==> config.mk <==
export PLATFORM = sky130hd
export DESIGN_NAME = key_debounce
export DESIGN_NICKNAME = d
export VERILOG_FILES = /design/src/rtl/key_pkg.sv /design/src/rtl/key_debounce_cell.sv /design/src/rtl/key_debounce.sv
export SDC_FILE = /design/constraint.sdc
export NUM_CORES = 1
export LEC_CHECK = 0
export CAP_MARGIN = 20
export CORE_MARGIN = 5
export CORE_UTILIZATION = 30
export CTS_CLUSTER_DIAMETER = 60
export DETAILED_ROUTE_END_ITERATION = 7
export GPL_ROUTABILITY_DRIVEN = 0
export PLACE_DENSITY_LB_ADDON = 0.2
export SLEW_MARGIN = 40
export SYNTH_ARGS = -nofsm -noshare
export SYNTH_HDL_FRONTEND = slang
export SYNTH_SLANG_ARGS = --single-unit
==> constraint.sdc <==
create_clock -name clk -period 3.57 [get_ports clk]
set_input_delay 0.714 -clock clk [delete_from_list [all_inputs] [get_ports clk]]
set_output_delay 0.714 -clock clk [all_outputs]
set_load 0.02 [all_outputs]
==> src/rtl/key_pkg.sv <==
// Shared types and constants for the key debouncer.
// Optional event outputs: KEY_DEBOUNCE_EVENT_EN.
package key_pkg;

  localparam int KEY_NUM = 10;

  typedef enum logic [1:0] {
    REL,
    PRESS_WAIT,
    PRS,
    REL_WAIT
  } deb_state_t;

  function automatic int cnt_width(input int deb_cycles);
    return $clog2(deb_cycles + 1);
  endfunction

endpackage

==> src/rtl/key_debounce_cell.sv <==
// One key: 2-flop synchronizer, debounce FSM and window counter.
// Optional press/release pulses: KEY_DEBOUNCE_EVENT_EN.
module key_debounce_cell
  import key_pkg::*;
#(
  parameter int DEB_CYCLES = 16
) (
  input  logic clk,
  input  logic rst,
  input  logic key_raw_n,
`ifdef KEY_DEBOUNCE_EVENT_EN
  output logic key_press,
  output logic key_release,
`endif
  output logic s_n
);

  localparam int CNT_W = cnt_width(DEB_CYCLES);
  localparam logic [CNT_W-1:0] LAST =
    CNT_W'(DEB_CYCLES - 1);

  logic             sync1;
  logic             sync2;
  deb_state_t       state;
  deb_state_t       state_n;
  logic [CNT_W-1:0] cnt;
  logic [CNT_W-1:0] cnt_n;
  logic             s_n_d;

  always_ff @(posedge clk) begin
    if (rst) begin
      sync1 <= 1'b1;
      sync2 <= 1'b1;
      state <= REL;
      cnt   <= '0;
      s_n   <= 1'b1;
    end else begin
      sync1 <= key_raw_n;
      sync2 <= sync1;
      state <= state_n;
      cnt   <= cnt_n;
      s_n   <= s_n_d;
    end
  end

  // Any sample back at the settled level drops the window.
  always_comb begin
    state_n = state;
    cnt_n   = '0;
    s_n_d   = s_n;
    unique case (state)
      REL: begin
        if (!sync2) begin
          state_n = PRESS_WAIT;
          cnt_n   = CNT_W'(1);
        end
      end
      PRESS_WAIT: begin
        if (sync2) begin
          state_n = REL;
        end else if (cnt == LAST) begin
          state_n = PRS;
          s_n_d   = 1'b0;
        end else begin
          cnt_n = cnt + CNT_W'(1);
        end
      end
      PRS: begin
        if (sync2) begin
          state_n = REL_WAIT;
          cnt_n   = CNT_W'(1);
        end
      end
      REL_WAIT: begin
        if (!sync2) begin
          state_n = PRS;
        end else if (cnt == LAST) begin
          state_n = REL;
          s_n_d   = 1'b1;
        end else begin
          cnt_n = cnt + CNT_W'(1);
        end
      end
      default: begin
        state_n = REL;
        s_n_d   = 1'b1;
      end
    endcase
  end

`ifdef KEY_DEBOUNCE_EVENT_EN
  always_ff @(posedge clk) begin
    if (rst) begin
      key_press   <= 1'b0;
      key_release <= 1'b0;
    end else begin
      key_press   <= s_n & ~s_n_d;
      key_release <= ~s_n & s_n_d;
    end
  end
`endif

endmodule

==> src/rtl/key_debounce.sv <==
// Debouncer for the keyboard encoder: one cell per key.
// Optional press/release pulses: KEY_DEBOUNCE_EVENT_EN.
module key_debounce #(
  parameter int DEB_CYCLES = 16,
  parameter int KEY_NUM    = key_pkg::KEY_NUM
) (
  input  logic               clk,
  input  logic               rst,
  input  logic [KEY_NUM-1:0] key_raw_n,
`ifdef KEY_DEBOUNCE_EVENT_EN
  output logic [KEY_NUM-1:0] key_press,
  output logic [KEY_NUM-1:0] key_release,
`endif
  output logic [KEY_NUM-1:0] S_n
);

  for (genvar i = 0; i < KEY_NUM; i++) begin : g_key
    key_debounce_cell #(
      .DEB_CYCLES(DEB_CYCLES)
    ) u_cell (
      .clk        (clk),
      .rst        (rst),
      .key_raw_n  (key_raw_n[i]),
`ifdef KEY_DEBOUNCE_EVENT_EN
      .key_press  (key_press[i]),
      .key_release(key_release[i]),
`endif
      .s_n        (S_n[i])
    );
  end

endmodule
==> flow_summary.html, run 1 <==
<table>
<tr><th>Metric</th><th>Value</th></tr>
<tr><th colspan="2">Run status</th></tr>
<tr><td>Outcome</td><td>completed</td></tr>
<tr><th colspan="2">Timing</th></tr>
<tr><td>Actual slew at the worst max-slew pin</td><td>531.9 ps</td></tr>
<tr><td>Max-Slew Margin vs Limit</td><td>64.54%</td></tr>
<tr><td>Period utilisation layout</td><td>57.76%</td></tr>
<tr><td>PnR worst setup slack</td><td>1508 ps</td></tr>
<tr><td>Setup Skew</td><td>5.878 ps</td></tr>
<tr><td>Tmin final</td><td>2062 ps</td></tr>
<tr><td>Total count of hold-check failures in the final report</td><td>0</td></tr>
<tr><td>Post-route setup TNS</td><td>0 ps</td></tr>
<tr><td>Post-route worst hold slack</td><td>407.7 ps</td></tr>
<tr><td>RSZ-0062 raised after global routing</td><td>no</td></tr>
<tr><td>Number of setup violations in the final report</td><td>0</td></tr>
<tr><td>Highest attainable clock frequency</td><td>485.0 MHz</td></tr>
<tr><td>Slew Viols, Final</td><td>0</td></tr>
<tr><th colspan="2">Die</th></tr>
<tr><td>Die Wd</td><td>122.5 microns</td></tr>
<tr><td>Die area</td><td>14990 sq um</td></tr>
<tr><td>Starting density of the core</td><td>30.31%</td></tr>
<tr><td>Placeable Area</td><td>12520 sq um</td></tr>
<tr><td>Number of standard-cell rows in the floorplan</td><td>41</td></tr>
<tr><td>Die Y-Extent</td><td>122.5 microns</td></tr>
<tr><td>Total I/O pin count</td><td>22</td></tr>
<tr><th colspan="2">Synth</th></tr>
<tr><td>Cell Area, Synth</td><td>3794 sq um</td></tr>
<tr><td>Most numerous cell in the Yosys netlist</td><td>dfxtp_1</td></tr>
<tr><td>Largest area contributor in the synthesized netlist</td><td>dfxtp_1</td></tr>
<tr><td>Number of standard cells after synthesis</td><td>380</td></tr>
<tr><td>Share of synthesized cell area in full adder, half adder and majority cells</td><td>3.298%</td></tr>
<tr><td>Prevailing post-synth register cell</td><td>dfxtp_1</td></tr>
<tr><td>Synthesized-area fraction occupied by xor and xnor cells</td><td>4.848%</td></tr>
<tr><td>Multiplexer share of the synthesized area</td><td>0.7916%</td></tr>
<tr><td>Avg Inst Size Synth</td><td>9.983 sq um</td></tr>
<tr><td>Number of warnings issued by yosys</td><td>0</td></tr>
<tr><td>Share of synthesized registers carrying an async set or reset</td><td>0%</td></tr>
<tr><td>Top cells by area, synth</td><td>dfxtp_1, or2_2, a21oi_1</td></tr>
<tr><td>Number of distinct library cell variants in the gate-level netlist after synthesis</td><td>39</td></tr>
<tr><td>Mapped Nets</td><td>402</td></tr>
<tr><td>Share of the synthesized area in the top cell type</td><td>52.77%</td></tr>
<tr><td>Area share of and/or/nand/nor cells after synthesis</td><td>24.93%</td></tr>
<tr><td>Top cells by instance count after synthesis</td><td>dfxtp_1, nand2_1, nor2_1</td></tr>
<tr><td>Sequential cell area fraction in the yosys report</td><td>52.77%</td></tr>
<tr><td>Largest family of logic cells by synthesized area</td><td>simple AND/OR/NAND/NOR gates</td></tr>
<tr><td>Number of flops mapped to enable cells by yosys</td><td>0</td></tr>
<tr><td>Complex-gate fraction of the synthesized area</td><td>10.52%</td></tr>
<tr><td>Yosys reg bits</td><td>100</td></tr>
<tr><th colspan="2">Setup path</th></tr>
<tr><td>Crit-path leading delay family</td><td>buffers and inverters</td></tr>
<tr><td>CP Data Required Time</td><td>2860 ps</td></tr>
<tr><td>Cell-by-cell listing of the critical path</td><td>clkdlybuf4s50_1</td></tr>
<tr><td>Critical path's largest stage delay</td><td>630 ps</td></tr>
<tr><td>Largest fanout on the critical path</td><td>3</td></tr>
<tr><td>Critical-path cell with the highest stage delay</td><td>clkdlybuf4s50_1</td></tr>
<tr><td>Critical Path End Type</td><td>primary output</td></tr>
<tr><td>Critical Path Start Type</td><td>flop</td></tr>
<tr><td>FF-to-FF Start</td><td>g_key[4].u_cell.cnt[0]</td></tr>
<tr><td>Setup CP Type</td><td>flop to primary output</td></tr>
<tr><td>Worst Path Arrival</td><td>1350 ps</td></tr>
<tr><td>Buffers plus inverters on the worst setup path</td><td>1</td></tr>
<tr><td>Crit path launch</td><td>g_key[3].u_cell.s_n</td></tr>
<tr><th colspan="2">Detailed routing</th></tr>
<tr><td>DRC</td><td>0</td></tr>
<tr><td>Aggregate routed wire length</td><td>5818 microns</td></tr>
<tr><td>Average via count per standard cell</td><td>4.274</td></tr>
<tr><td>Via total after detailed routing</td><td>2445</td></tr>
<tr><td>Detailed Route Iter0 Violations</td><td>95</td></tr>
<tr><td>Number of detailed-route iterations in the first pass</td><td>4</td></tr>
<tr><td>Antenna Nets Post-Route</td><td>0</td></tr>
<tr><td>Detail-routed net length per standard cell</td><td>10.17 microns</td></tr>
<tr><th colspan="2">Global routing</th></tr>
<tr><td>GRT overflow</td><td>0</td></tr>
<tr><td>Most congested layer reported by global routing</td><td>met2</td></tr>
<tr><td>Wire length of the first global-routing pass</td><td>10660 microns</td></tr>
<tr><td>Met1 Resource Use GR</td><td>11.54%</td></tr>
<tr><td>Number of antenna violations at the first check in global routing</td><td>0</td></tr>
<tr><td>Number of global-route vias before repair</td><td>2432</td></tr>
<tr><td>GRT met3 Usage</td><td>2.811%</td></tr>
<tr><td>Maximum number of pins on one net before global-route repair</td><td>58</td></tr>
<tr><td>GRT Resource Usage Total</td><td>8.922%</td></tr>
<tr><td>Fraction of met2 tracks used by global routing</td><td>13.02%</td></tr>
<tr><th colspan="2">Cells and area</th></tr>
<tr><td>Nets</td><td>418</td></tr>
<tr><td>Post-synthesis to final-layout area growth</td><td>15.60%</td></tr>
<tr><td>Ant. Diodes</td><td>0</td></tr>
<tr><td>Final design instance area without fill</td><td>4385 sq um</td></tr>
<tr><td>Share of layout cells above drive strength 1</td><td>13.50%</td></tr>
<tr><th colspan="2">Power</th></tr>
<tr><td>Combinational group share of total power</td><td>2.2%</td></tr>
<tr><td>Power density relative to cell area</td><td>472.3 nW/um^2</td></tr>
<tr><td>Internal power</td><td>1.645 mW</td></tr>
<tr><td>Pwr Total</td><td>2.071 mW</td></tr>
<tr><td>Proportion of power drawn by the clock network</td><td>42.7%</td></tr>
<tr><td>Switching power of the nets</td><td>0.4262 mW</td></tr>
<tr><td>Switching Share</td><td>20.58%</td></tr>
<tr><td>Sequential cell fraction of total power</td><td>55.2%</td></tr>
<tr><td>Worst supply voltage drop on vdd</td><td>0.1644 mV</td></tr>
<tr><td>Leakage power figure</td><td>1.581 nW</td></tr>
<tr><th colspan="2">Clock tree</th></tr>
<tr><td>Clock root buffer</td><td>clkbuf_16</td></tr>
<tr><td>Insertion delay of the later-clocked pin in the worst-skew pair</td><td>340 ps</td></tr>
<tr><td>Clock buffer count from CTS</td><td>9</td></tr>
<tr><td>CTS hold repair buffers</td><td>0</td></tr>
<tr><td>Sink count of the clock tree</td><td>100</td></tr>
<tr><td>Number of buffers on the longest clock path</td><td>2</td></tr>
<tr><td>Worst-path clk slew</td><td>60 ps</td></tr>
<tr><td>Setup Buffers After CTS</td><td>0</td></tr>
<tr><td>Clock tree from TritonCTS</td><td>done</td></tr>
<tr><td>Htree depth</td><td>3</td></tr>
<tr><td>Resized Gates After CTS</td><td>0</td></tr>
<tr><th colspan="2">Hold path</th></tr>
<tr><td>Worst Hold Class</td><td>flop to flop</td></tr>
<tr><td>Beginning of the worst hold path</td><td>g_key[7].u_cell.sync1</td></tr>
<tr><th colspan="2">Place</th></tr>
<tr><td>I/O Buffers</td><td>21</td></tr>
<tr><td>Post-detail-place hpwl</td><td>3985 microns</td></tr>
<tr><td>Instance area at placement</td><td>4116 sq um</td></tr>
<tr><td>Minimum setup slack after placement</td><td>1827 ps</td></tr>
<tr><th colspan="2">Job</th></tr>
<tr><td>Max-cap viol count</td><td>0</td></tr>
</table>
-- metal layers --
layer / part of all wire (%) / up-vias
li1: - / 1327
met1: 53 / 1078
met2: 40 / 29
met3: 4.3 / 11
met4: 2.6 / 0
met5: 0 / -
-- registers in the layout (all words and copies together), names as in the netlist, named ones only --
signal and flops:
g_key.u_cell.state 10, g_key.u_cell.s_n 10, g_key.u_cell.cnt 50, g_key.u_cell.sync2 10, g_key.u_cell.sync1 10
-- layout make-up --
class / instances / area (sq um)
clock buffer: 11 / 242.7
clock inverter: 4 / 26.28
fill: 1302 / 8132
inverter: 2 / 7.507
multi-input combinational: 262 / 1684
sequential: 100 / 2002
tap: 172 / 215.2
timing repair buffer: 21 / 207.7
-- power by group through the flow --
stage	combinational, mW	clock [mW]	sequential (mW)
2_1_floorplan	0.0299	0	1.17
3_3_place_gp	0.0455	0	1.17
3_5_place_dp	0.0460	0	1.17
4_1_cts	0.0460	0.928	1.14
5_1_grt	0.0517	0.969	1.14
6_report	0.0451	0.883	1.14
-- stage by stage --
step	utilization, %	cells
3_5_place_dp	32.89	557
5_1_grt	35.04	572
6_report	35.04	572
4_1_cts	35.04	572
3_3_place_gp	32.87	557
2_1_floorplan	-	380
-- final timing paths --
check,endpoint,slack [ps],depth (start not counted)
hold reg to reg,g_key[7].u_cell.sync2,410,1
hold / removal,g_key[7].u_cell.sync2,410,1
setup / recovery,S_n[3],1510,1
setup reg to reg,g_key[4].u_cell.s_n,2100,5
-- logic make-up after synthesis --
| logic type | Yosys count |
|---|---|
| AOI/OAI and AO/OA | 62 |
| muxes | 3 |
| adders and majority gates | 10 |
| and+or+nand+nor | 166 |
| buffers and inverters | 18 |
| xor gates and xnor gates | 21 |
| DFF | 100 |
-- cells in the final DEF (no fill, tap or decap), types with 10 or more instances in the layout --
master and count:
nand3_1 17, xor2_1 11, o21ai_0 12, a21oi_1 26, or2_2 21, xnor2_1 10, ha_1 10, nor2_1 28
dfxtp_1 100, nand2_1 32, and2_1 13, clkdlybuf4s50_1 20
No activity file was read; power rests on OpenSTA's default activity.
==> inputs of run 2 (changes only) <==
- clock period: 3.57 -> 1.8 ns (I/O delays scaled with it)
==> flow_summary.html, run 2 (synthesis results as in run 1) <==
<table>
<tr><th>Metric</th><th>Value</th></tr>
<tr><th colspan="2">Hold path</th></tr>
<tr><td>Beginning of the worst hold path</td><td>g_key[8].u_cell.sync1</td></tr>
<tr><td>Worst Hold Class</td><td>flop to flop</td></tr>
<tr><th colspan="2">Timing</th></tr>
<tr><td>Total count of hold-check failures in the final report</td><td>0 (unchanged)</td></tr>
<tr><td>Number of setup violations in the final report</td><td>0 (unchanged)</td></tr>
<tr><td>Setup Skew</td><td>5.313 ps (-0.5656 ps)</td></tr>
<tr><td>RSZ-0062 raised after global routing</td><td>no</td></tr>
<tr><td>Highest attainable clock frequency</td><td>590.9 MHz</td></tr>
<tr><td>Actual slew at the worst max-slew pin</td><td>242.7 ps (-289.2 ps)</td></tr>
<tr><td>Period utilisation layout</td><td>94.01%</td></tr>
<tr><td>Post-route setup TNS</td><td>0 ps (unchanged)</td></tr>
<tr><td>Max-Slew Margin vs Limit</td><td>83.82% (+19 points)</td></tr>
<tr><td>Tmin final</td><td>1692 ps</td></tr>
<tr><td>Slew Viols, Final</td><td>0 (unchanged)</td></tr>
<tr><th colspan="2">Power</th></tr>
<tr><td>Power density relative to cell area</td><td>967.1 nW/um^2 (+100%)</td></tr>
<tr><td>Pwr Total</td><td>4.312 mW (+110%)</td></tr>
<tr><td>Leakage power figure</td><td>1.617 nW (+2.2%)</td></tr>
<tr><td>Worst supply voltage drop on vdd</td><td>0.4277 mV (+160%)</td></tr>
<tr><th colspan="2">Clock tree</th></tr>
<tr><td>Insertion delay of the later-clocked pin in the worst-skew pair</td><td>340 ps (about the same)</td></tr>
<tr><td>Clock tree from TritonCTS</td><td>done</td></tr>
<tr><td>CTS hold repair buffers</td><td>0 (unchanged)</td></tr>
<tr><td>Sink count of the clock tree</td><td>100 (unchanged)</td></tr>
<tr><td>Htree depth</td><td>3 (unchanged)</td></tr>
<tr><td>Number of buffers on the longest clock path</td><td>2 (unchanged)</td></tr>
<tr><td>Resized Gates After CTS</td><td>0 (unchanged)</td></tr>
<tr><td>Worst-path clk slew</td><td>60 ps (about the same)</td></tr>
<tr><td>Setup Buffers After CTS</td><td>0 (unchanged)</td></tr>
<tr><td>Clock buffer count from CTS</td><td>9 (unchanged)</td></tr>
<tr><td>Clock root buffer</td><td>clkbuf_16</td></tr>
<tr><th colspan="2">Cells and area</th></tr>
<tr><td>Final design utilization</td><td>35.62% (+0.58 points)</td></tr>
<tr><td>Nets</td><td>420 (+0.48%)</td></tr>
<tr><td>Ant. Diodes</td><td>0 (unchanged)</td></tr>
<tr><td>Number of standard cells in the final layout excluding fillers</td><td>574 (+0.35%)</td></tr>
<tr><td>Footprint of the multi-input gates</td><td>1684 sq um (unchanged)</td></tr>
<tr><td>Commonest non-fill, non-tap cell in the layout</td><td>dfxtp_1</td></tr>
<tr><td>Most used cells in the layout excluding fill and tap cells</td><td>dfxtp_1, nand2_1, nor2_1, a21oi_1, or2_2</td></tr>
<tr><td>Largest register FFs</td><td>50 (unchanged)</td></tr>
<tr><td>Share of layout cells above drive strength 1</td><td>13.68% (+0.18 points)</td></tr>
<tr><td>Combined flip-flop and latch cell area</td><td>2002 sq um (unchanged)</td></tr>
<tr><td>Fillers</td><td>1300 (-0.15%)</td></tr>
<tr><td>Post-synthesis to final-layout area growth</td><td>17.51%</td></tr>
<tr><td>Register with the most flip-flops</td><td>g_key.u_cell.cnt</td></tr>
<tr><th colspan="2">Detailed routing</th></tr>
<tr><td>Aggregate routed wire length</td><td>6063 microns (+4.2%)</td></tr>
<tr><td>Antenna Nets Post-Route</td><td>0 (unchanged)</td></tr>
<tr><td>Average via count per standard cell</td><td>4.336 (+1.4%)</td></tr>
<tr><td>Via total after detailed routing</td><td>2489 (+1.8%)</td></tr>
<tr><td>Number of detailed-route iterations in the first pass</td><td>4 (unchanged)</td></tr>
<tr><td>Detailed Route Iter0 Violations</td><td>144 (+52%)</td></tr>
<tr><td>DRC</td><td>0 (unchanged)</td></tr>
<tr><td>Detail-routed net length per standard cell</td><td>10.56 microns (+3.8%)</td></tr>
<tr><th colspan="2">Setup path</th></tr>
<tr><td>Crit path launch</td><td>g_key[1].u_cell.s_n</td></tr>
<tr><td>Crit-path leading delay family</td><td>buffers and inverters</td></tr>
<tr><td>Buffers plus inverters on the worst setup path</td><td>1 (unchanged)</td></tr>
<tr><td>Critical-path cell with the highest stage delay</td><td>clkdlybuf4s50_1</td></tr>
<tr><td>Critical path's largest stage delay</td><td>620 ps (about the same)</td></tr>
<tr><td>Critical Path Start Type</td><td>flop</td></tr>
<tr><td>Largest fanout on the critical path</td><td>3 (unchanged)</td></tr>
<tr><td>Setup CP Type</td><td>flop to primary output</td></tr>
<tr><td>Worst Path Arrival</td><td>1330 ps (-20 ps)</td></tr>
<tr><td>FF-to-FF Start</td><td>g_key[7].u_cell.cnt[0]</td></tr>
<tr><td>Cell-by-cell listing of the critical path</td><td>clkdlybuf4s50_1</td></tr>
<tr><td>CP Data Required Time</td><td>1440 ps (-1420 ps)</td></tr>
<tr><td>Critical Path End Type</td><td>primary output</td></tr>
<tr><th colspan="2">Global routing</th></tr>
<tr><td>GRT Resource Usage Total</td><td>9.072% (+0.15 points)</td></tr>
<tr><td>Wire length of the first global-routing pass</td><td>10760 microns (+0.91%)</td></tr>
<tr><td>GRT overflow</td><td>0 (unchanged)</td></tr>
<tr><td>Number of global-route vias before repair</td><td>2450 (+0.74%)</td></tr>
<tr><td>Maximum number of pins on one net before global-route repair</td><td>33 (-43%)</td></tr>
<tr><td>Number of antenna violations at the first check in global routing</td><td>0 (unchanged)</td></tr>
<tr><th colspan="2">Run status</th></tr>
<tr><td>Outcome</td><td>completed</td></tr>
<tr><th colspan="2">Die</th></tr>
<tr><td>Total I/O pin count</td><td>22 (unchanged)</td></tr>
<tr><td>Number of standard-cell rows in the floorplan</td><td>41 (unchanged)</td></tr>
<tr><td>Placeable Area</td><td>12520 sq um (unchanged)</td></tr>
<tr><td>Die area</td><td>14990 sq um (unchanged)</td></tr>
<tr><td>Die Y-Extent</td><td>122.5 microns (unchanged)</td></tr>
<tr><td>Starting density of the core</td><td>30.31% (unchanged)</td></tr>
<tr><td>Die Wd</td><td>122.5 microns (unchanged)</td></tr>
<tr><th colspan="2">Place</th></tr>
<tr><td>Post-detail-place hpwl</td><td>4200 microns (+5.4%)</td></tr>
<tr><td>I/O Buffers</td><td>21 (unchanged)</td></tr>
<tr><td>Cell count after placement</td><td>559 (+0.36%)</td></tr>
<tr><th colspan="2">Job</th></tr>
<tr><td>Max-cap viol count</td><td>0 (unchanged)</td></tr>
</table>
==> run 2: changes by cell type in the layout (fill, tap and decap cells not counted), sizes merged <==
cell	change
clkinvlp	-1
bufinv	+1
clkinv	-3
clkbuf	+3
buf	+2
==> run 2: cell type report <==
class | instances | area share [%]
Sequential cell | 100 | 44.91
Inverter | 2 | 0.1684
Multi-Input combinational cell | 262 | 37.78
Clock buffer | 14 | 6.147
Clock inverter | 1 | 0.6736
Timing Repair Buffer | 23 | 5.501
Tap cell | 172 | 4.827
==> run 2: final timing paths <==
kind	endpoint	slack (ps)	cells after the start
setup / recovery	S_n[1]	110	1
hold reg to reg	g_key[8].u_cell.sync2	410	1
setup reg to reg	g_key[7].u_cell.s_n	320	5
hold / removal	g_key[8].u_cell.sync2	410	1
==> run 2: power breakdown <==
part | leakage [nW] | switching [mW] | internal, mW
combinational | 0.656 | 0.0395 | 0.0604
sequential | 0.812 | 0.0225 | 2.25
clock | 0.149 | 0.759 | 1.18
==> run 2: worst reg2reg max path: cells and delay by family (launching register included) <==
family | cells | cell delay (ps)
AO/OA/AOI/OAI | 1 | 180
adder cells (fa/ha/maj) | 1 | 230
flip-flops | 1 | 390
AND/OR/NAND/NOR | 3 | 590
==> run 2: routing by layer <==
metal,wire (microns),vias up,GRT usage [%]
li1,-,1325,-
met1,3032,1123,10.75
met2,2584,30,13.84
met3,305,11,3.963
met4,141,0,4.829
met5,0,-,0
==> run 2: per-stage QoR <==
stage	area [sq um]	worst slack, ps	hold WS [ps]
global route	4458	28.68	429.7
CTS	4458	80.88	414.4
detailed placement	4154	322.1	397.5
floorplan	3794	456.7	389.5
global placement	4154	389.3	391.8
finish	4458	107.7	411.7
==> inputs of run 3 (changes only) <==
- RECOVER_POWER: default -> 100
==> flow_summary.html, run 3 (synthesis results as in run 1) <==
<table>
<tr><th>Metric</th><th>Value</th></tr>
<tr><th colspan="2">Detailed routing</th></tr>
<tr><td>Routed length on met3</td><td>311 microns (+2.0%)</td></tr>
<tr><td>Average via count per standard cell</td><td>4.373 (+0.84%)</td></tr>
<tr><td>Routed wire length on met2</td><td>2589 microns (+0.19%)</td></tr>
<tr><td>M1 wire length</td><td>3021 microns (-0.36%)</td></tr>
<tr><td>Detail-routed net length per standard cell</td><td>10.56 microns (about the same)</td></tr>
<tr><td>Number of detailed-route iterations in the first pass</td><td>4 (unchanged)</td></tr>
<tr><td>Topmost layer with routed signal wires</td><td>met4</td></tr>
<tr><td>DRC</td><td>0 (unchanged)</td></tr>
<tr><td>Via total after detailed routing</td><td>2510 (+0.84%)</td></tr>
<tr><td>Aggregate routed wire length</td><td>6064 microns (about the same)</td></tr>
<tr><td>Antenna Nets Post-Route</td><td>0 (unchanged)</td></tr>
<tr><td>Detailed Route Iter0 Violations</td><td>164 (+14%)</td></tr>
<tr><th colspan="2">Cells and area</th></tr>
<tr><td>Ant. Diodes</td><td>0 (unchanged)</td></tr>
<tr><td>Largest register FFs</td><td>50 (unchanged)</td></tr>
<tr><td>Commonest non-fill, non-tap cell in the layout</td><td>dfxtp_1</td></tr>
<tr><td>Nets</td><td>420 (unchanged)</td></tr>
<tr><td>Post-synthesis to final-layout area growth</td><td>15.73%</td></tr>
<tr><td>Most used cells in the layout excluding fill and tap cells</td><td>dfxtp_1, nand2_1, nor2_1, a21oi_1, or2_2</td></tr>
<tr><td>Register with the most flip-flops</td><td>g_key.u_cell.cnt</td></tr>
<tr><td>Fillers</td><td>1315 (+1.2%)</td></tr>
<tr><td>Share of layout cells above drive strength 1</td><td>10.70% (-3.0 points)</td></tr>
<tr><th colspan="2">Clock tree</th></tr>
<tr><td>CTS hold repair buffers</td><td>0 (unchanged)</td></tr>
<tr><td>Insertion delay of the later-clocked pin in the worst-skew pair</td><td>340 ps (about the same)</td></tr>
<tr><td>Worst-path clk slew</td><td>60 ps (about the same)</td></tr>
<tr><td>Clock root buffer</td><td>clkbuf_16</td></tr>
<tr><td>Setup Buffers After CTS</td><td>0 (unchanged)</td></tr>
<tr><td>Sink count of the clock tree</td><td>100 (unchanged)</td></tr>
<tr><td>Htree depth</td><td>3 (unchanged)</td></tr>
<tr><td>Number of buffers on the longest clock path</td><td>2 (unchanged)</td></tr>
<tr><td>Resized Gates After CTS</td><td>0 (unchanged)</td></tr>
<tr><td>Clock buffer count from CTS</td><td>9 (unchanged)</td></tr>
<tr><td>Clock tree from TritonCTS</td><td>done</td></tr>
<tr><th colspan="2">Global routing</th></tr>
<tr><td>GRT overflow</td><td>0 (unchanged)</td></tr>
<tr><td>Number of antenna violations at the first check in global routing</td><td>0 (unchanged)</td></tr>
<tr><td>Wire length of the first global-routing pass</td><td>10760 microns (unchanged)</td></tr>
<tr><td>Number of global-route vias before repair</td><td>2450 (unchanged)</td></tr>
<tr><td>Maximum number of pins on one net before global-route repair</td><td>33 (unchanged)</td></tr>
<tr><td>GRT Resource Usage Total</td><td>9.072% (unchanged)</td></tr>
<tr><th colspan="2">Hold path</th></tr>
<tr><td>Worst hold path depth</td><td>1 (unchanged)</td></tr>
<tr><td>Endpoint of the worst hold path</td><td>g_key[8].u_cell.sync2</td></tr>
<tr><td>Worst Hold Class</td><td>flop to flop</td></tr>
<tr><td>Beginning of the worst hold path</td><td>g_key[8].u_cell.sync1</td></tr>
<tr><th colspan="2">Setup path</th></tr>
<tr><td>Setup CP Type</td><td>flop to primary output</td></tr>
<tr><td>Critical Path End Type</td><td>primary output</td></tr>
<tr><td>Depth of the worst register-to-register path</td><td>5 (unchanged)</td></tr>
<tr><td>Crit path launch</td><td>g_key[1].u_cell.s_n</td></tr>
<tr><td>CP Data Required Time</td><td>1440 ps (about the same)</td></tr>
<tr><td>Crit-path leading delay family</td><td>buffers and inverters</td></tr>
<tr><td>Critical path's largest stage delay</td><td>620 ps (about the same)</td></tr>
<tr><td>Largest fanout on the critical path</td><td>3 (unchanged)</td></tr>
<tr><td>Buffers plus inverters on the worst setup path</td><td>1 (unchanged)</td></tr>
<tr><td>Critical-path cell with the highest stage delay</td><td>clkdlybuf4s50_1</td></tr>
<tr><td>Critical Path Start Type</td><td>flop</td></tr>
<tr><td>Worst Path Arrival</td><td>1330 ps (about the same)</td></tr>
<tr><td>FF-to-FF Start</td><td>g_key[2].u_cell.cnt[0]</td></tr>
<tr><td>Cell-by-cell listing of the critical path</td><td>clkdlybuf4s50_1</td></tr>
<tr><td>FF-to-FF setup slack</td><td>290 ps (-30 ps)</td></tr>
<tr><th colspan="2">Timing</th></tr>
<tr><td>Actual slew at the worst max-slew pin</td><td>937.4 ps (+694.6 ps)</td></tr>
<tr><td>Total count of hold-check failures in the final report</td><td>0 (unchanged)</td></tr>
<tr><td>Post-route setup TNS</td><td>0 ps (unchanged)</td></tr>
<tr><td>Number of setup violations in the final report</td><td>0 (unchanged)</td></tr>
<tr><td>Setup Skew</td><td>3.832 ps (-1.481 ps)</td></tr>
<tr><td>Highest attainable clock frequency</td><td>591.0 MHz (about the same)</td></tr>
<tr><td>Tmin final</td><td>1692 ps (-0.1250 ps)</td></tr>
<tr><td>RSZ-0062 raised after global routing</td><td>no</td></tr>
<tr><td>Period utilisation layout</td><td>94.01% (about the same)</td></tr>
<tr><td>Slew Viols, Final</td><td>0 (unchanged)</td></tr>
<tr><td>Max-Slew Margin vs Limit</td><td>37.51% (-46 points)</td></tr>
<tr><th colspan="2">Die</th></tr>
<tr><td>Die Wd</td><td>122.5 microns (unchanged)</td></tr>
<tr><td>Starting density of the core</td><td>30.31% (unchanged)</td></tr>
<tr><td>Number of standard-cell rows in the floorplan</td><td>41 (unchanged)</td></tr>
<tr><td>Placeable Area</td><td>12520 sq um (unchanged)</td></tr>
<tr><td>Die Y-Extent</td><td>122.5 microns (unchanged)</td></tr>
<tr><td>Total I/O pin count</td><td>22 (unchanged)</td></tr>
<tr><td>Die area</td><td>14990 sq um (unchanged)</td></tr>
<tr><th colspan="2">Power</th></tr>
<tr><td>Worst supply voltage drop on vdd</td><td>0.4275 mV (about the same)</td></tr>
<tr><td>Power density relative to cell area</td><td>978.9 nW/um^2 (+1.2%)</td></tr>
<tr><td>Pwr Total</td><td>4.298 mW (-0.32%)</td></tr>
<tr><td>Leakage power figure</td><td>1.580 nW (-2.3%)</td></tr>
<tr><th colspan="2">Run status</th></tr>
<tr><td>Outcome</td><td>completed</td></tr>
<tr><th colspan="2">Job</th></tr>
<tr><td>Max-cap viol count</td><td>0 (unchanged)</td></tr>
<tr><th colspan="2">Place</th></tr>
<tr><td>I/O Buffers</td><td>21 (unchanged)</td></tr>
<tr><td>Post-detail-place hpwl</td><td>4200 microns (unchanged)</td></tr>
</table>
-- run 3: changes by cell type in the layout (fill, tap and decap cells not counted), sizes merged --
cell	previous run	this run
buf	3	0
clkbuf	14	17
-- run 3: where the power goes --
group | switching (mW) | internal (mW) | leakage [nW]
combinational | 0.0380 | 0.0514 | 0.618
clock | 0.756 | 1.18 | 0.149
sequential | 0.0218 | 2.25 | 0.812
-- run 3: per-stage QoR --
stage / worst slack [ps] / utilization [%] / area, sq um / hold slack [ps] / std cells
after CTS: 80.88 / 35.62 / 4458 / 414.4 / 574
after detailed placement: 322.1 / 33.19 / 4154 / 397.5 / 559
after global placement: 389.3 / 33.19 / 4154 / 391.8 / 559
final: 107.9 / 35.08 / 4390 / 411.3 / 574
after global routing: 28.68 / 35.08 / 4390 / 429.9 / 574
after floorplan: 456.7 / - / 3794 / 389.5 / 380
-- run 3: worst max-delay path by stage --
stage | depth (start not counted) | slack [ps] | end
2_1_floorplan | 5 | 460 | g_key[4].u_cell.s_n
3_3_place_gp | 5 | 390 | g_key[7].u_cell.s_n
3_5_place_dp | 5 | 320 | g_key[7].u_cell.s_n
4_1_cts | 1 | 80 | S_n[1]
5_1_grt | 1 | 30 | S_n[1]
6_report | 1 | 110 | S_n[1]
-- run 3: area by class of cell --
class / count / area (sq um) / area share (%)
Tap cell: 172 / 215.2 / 4.902
Clock inverter: 1 / 30.03 / 0.6840
Multi-Input combinational cell: 262 / 1649 / 37.56
Timing Repair Buffer: 23 / 212.7 / 4.845
Inverter: 2 / 7.507 / 0.1710
Clock buffer: 14 / 274.0 / 6.241
Sequential cell: 100 / 2002 / 45.60
-- run 3: metal layers --
| metal | global-route usage, % | vias up |
|---|---|---|
| li1 | - | 1327 |
| met3 | 3.963 | 11 |
| met2 | 13.84 | 34 |
| met5 | 0 | - |
| met1 | 10.75 | 1138 |
| met4 | 4.829 | 0 |
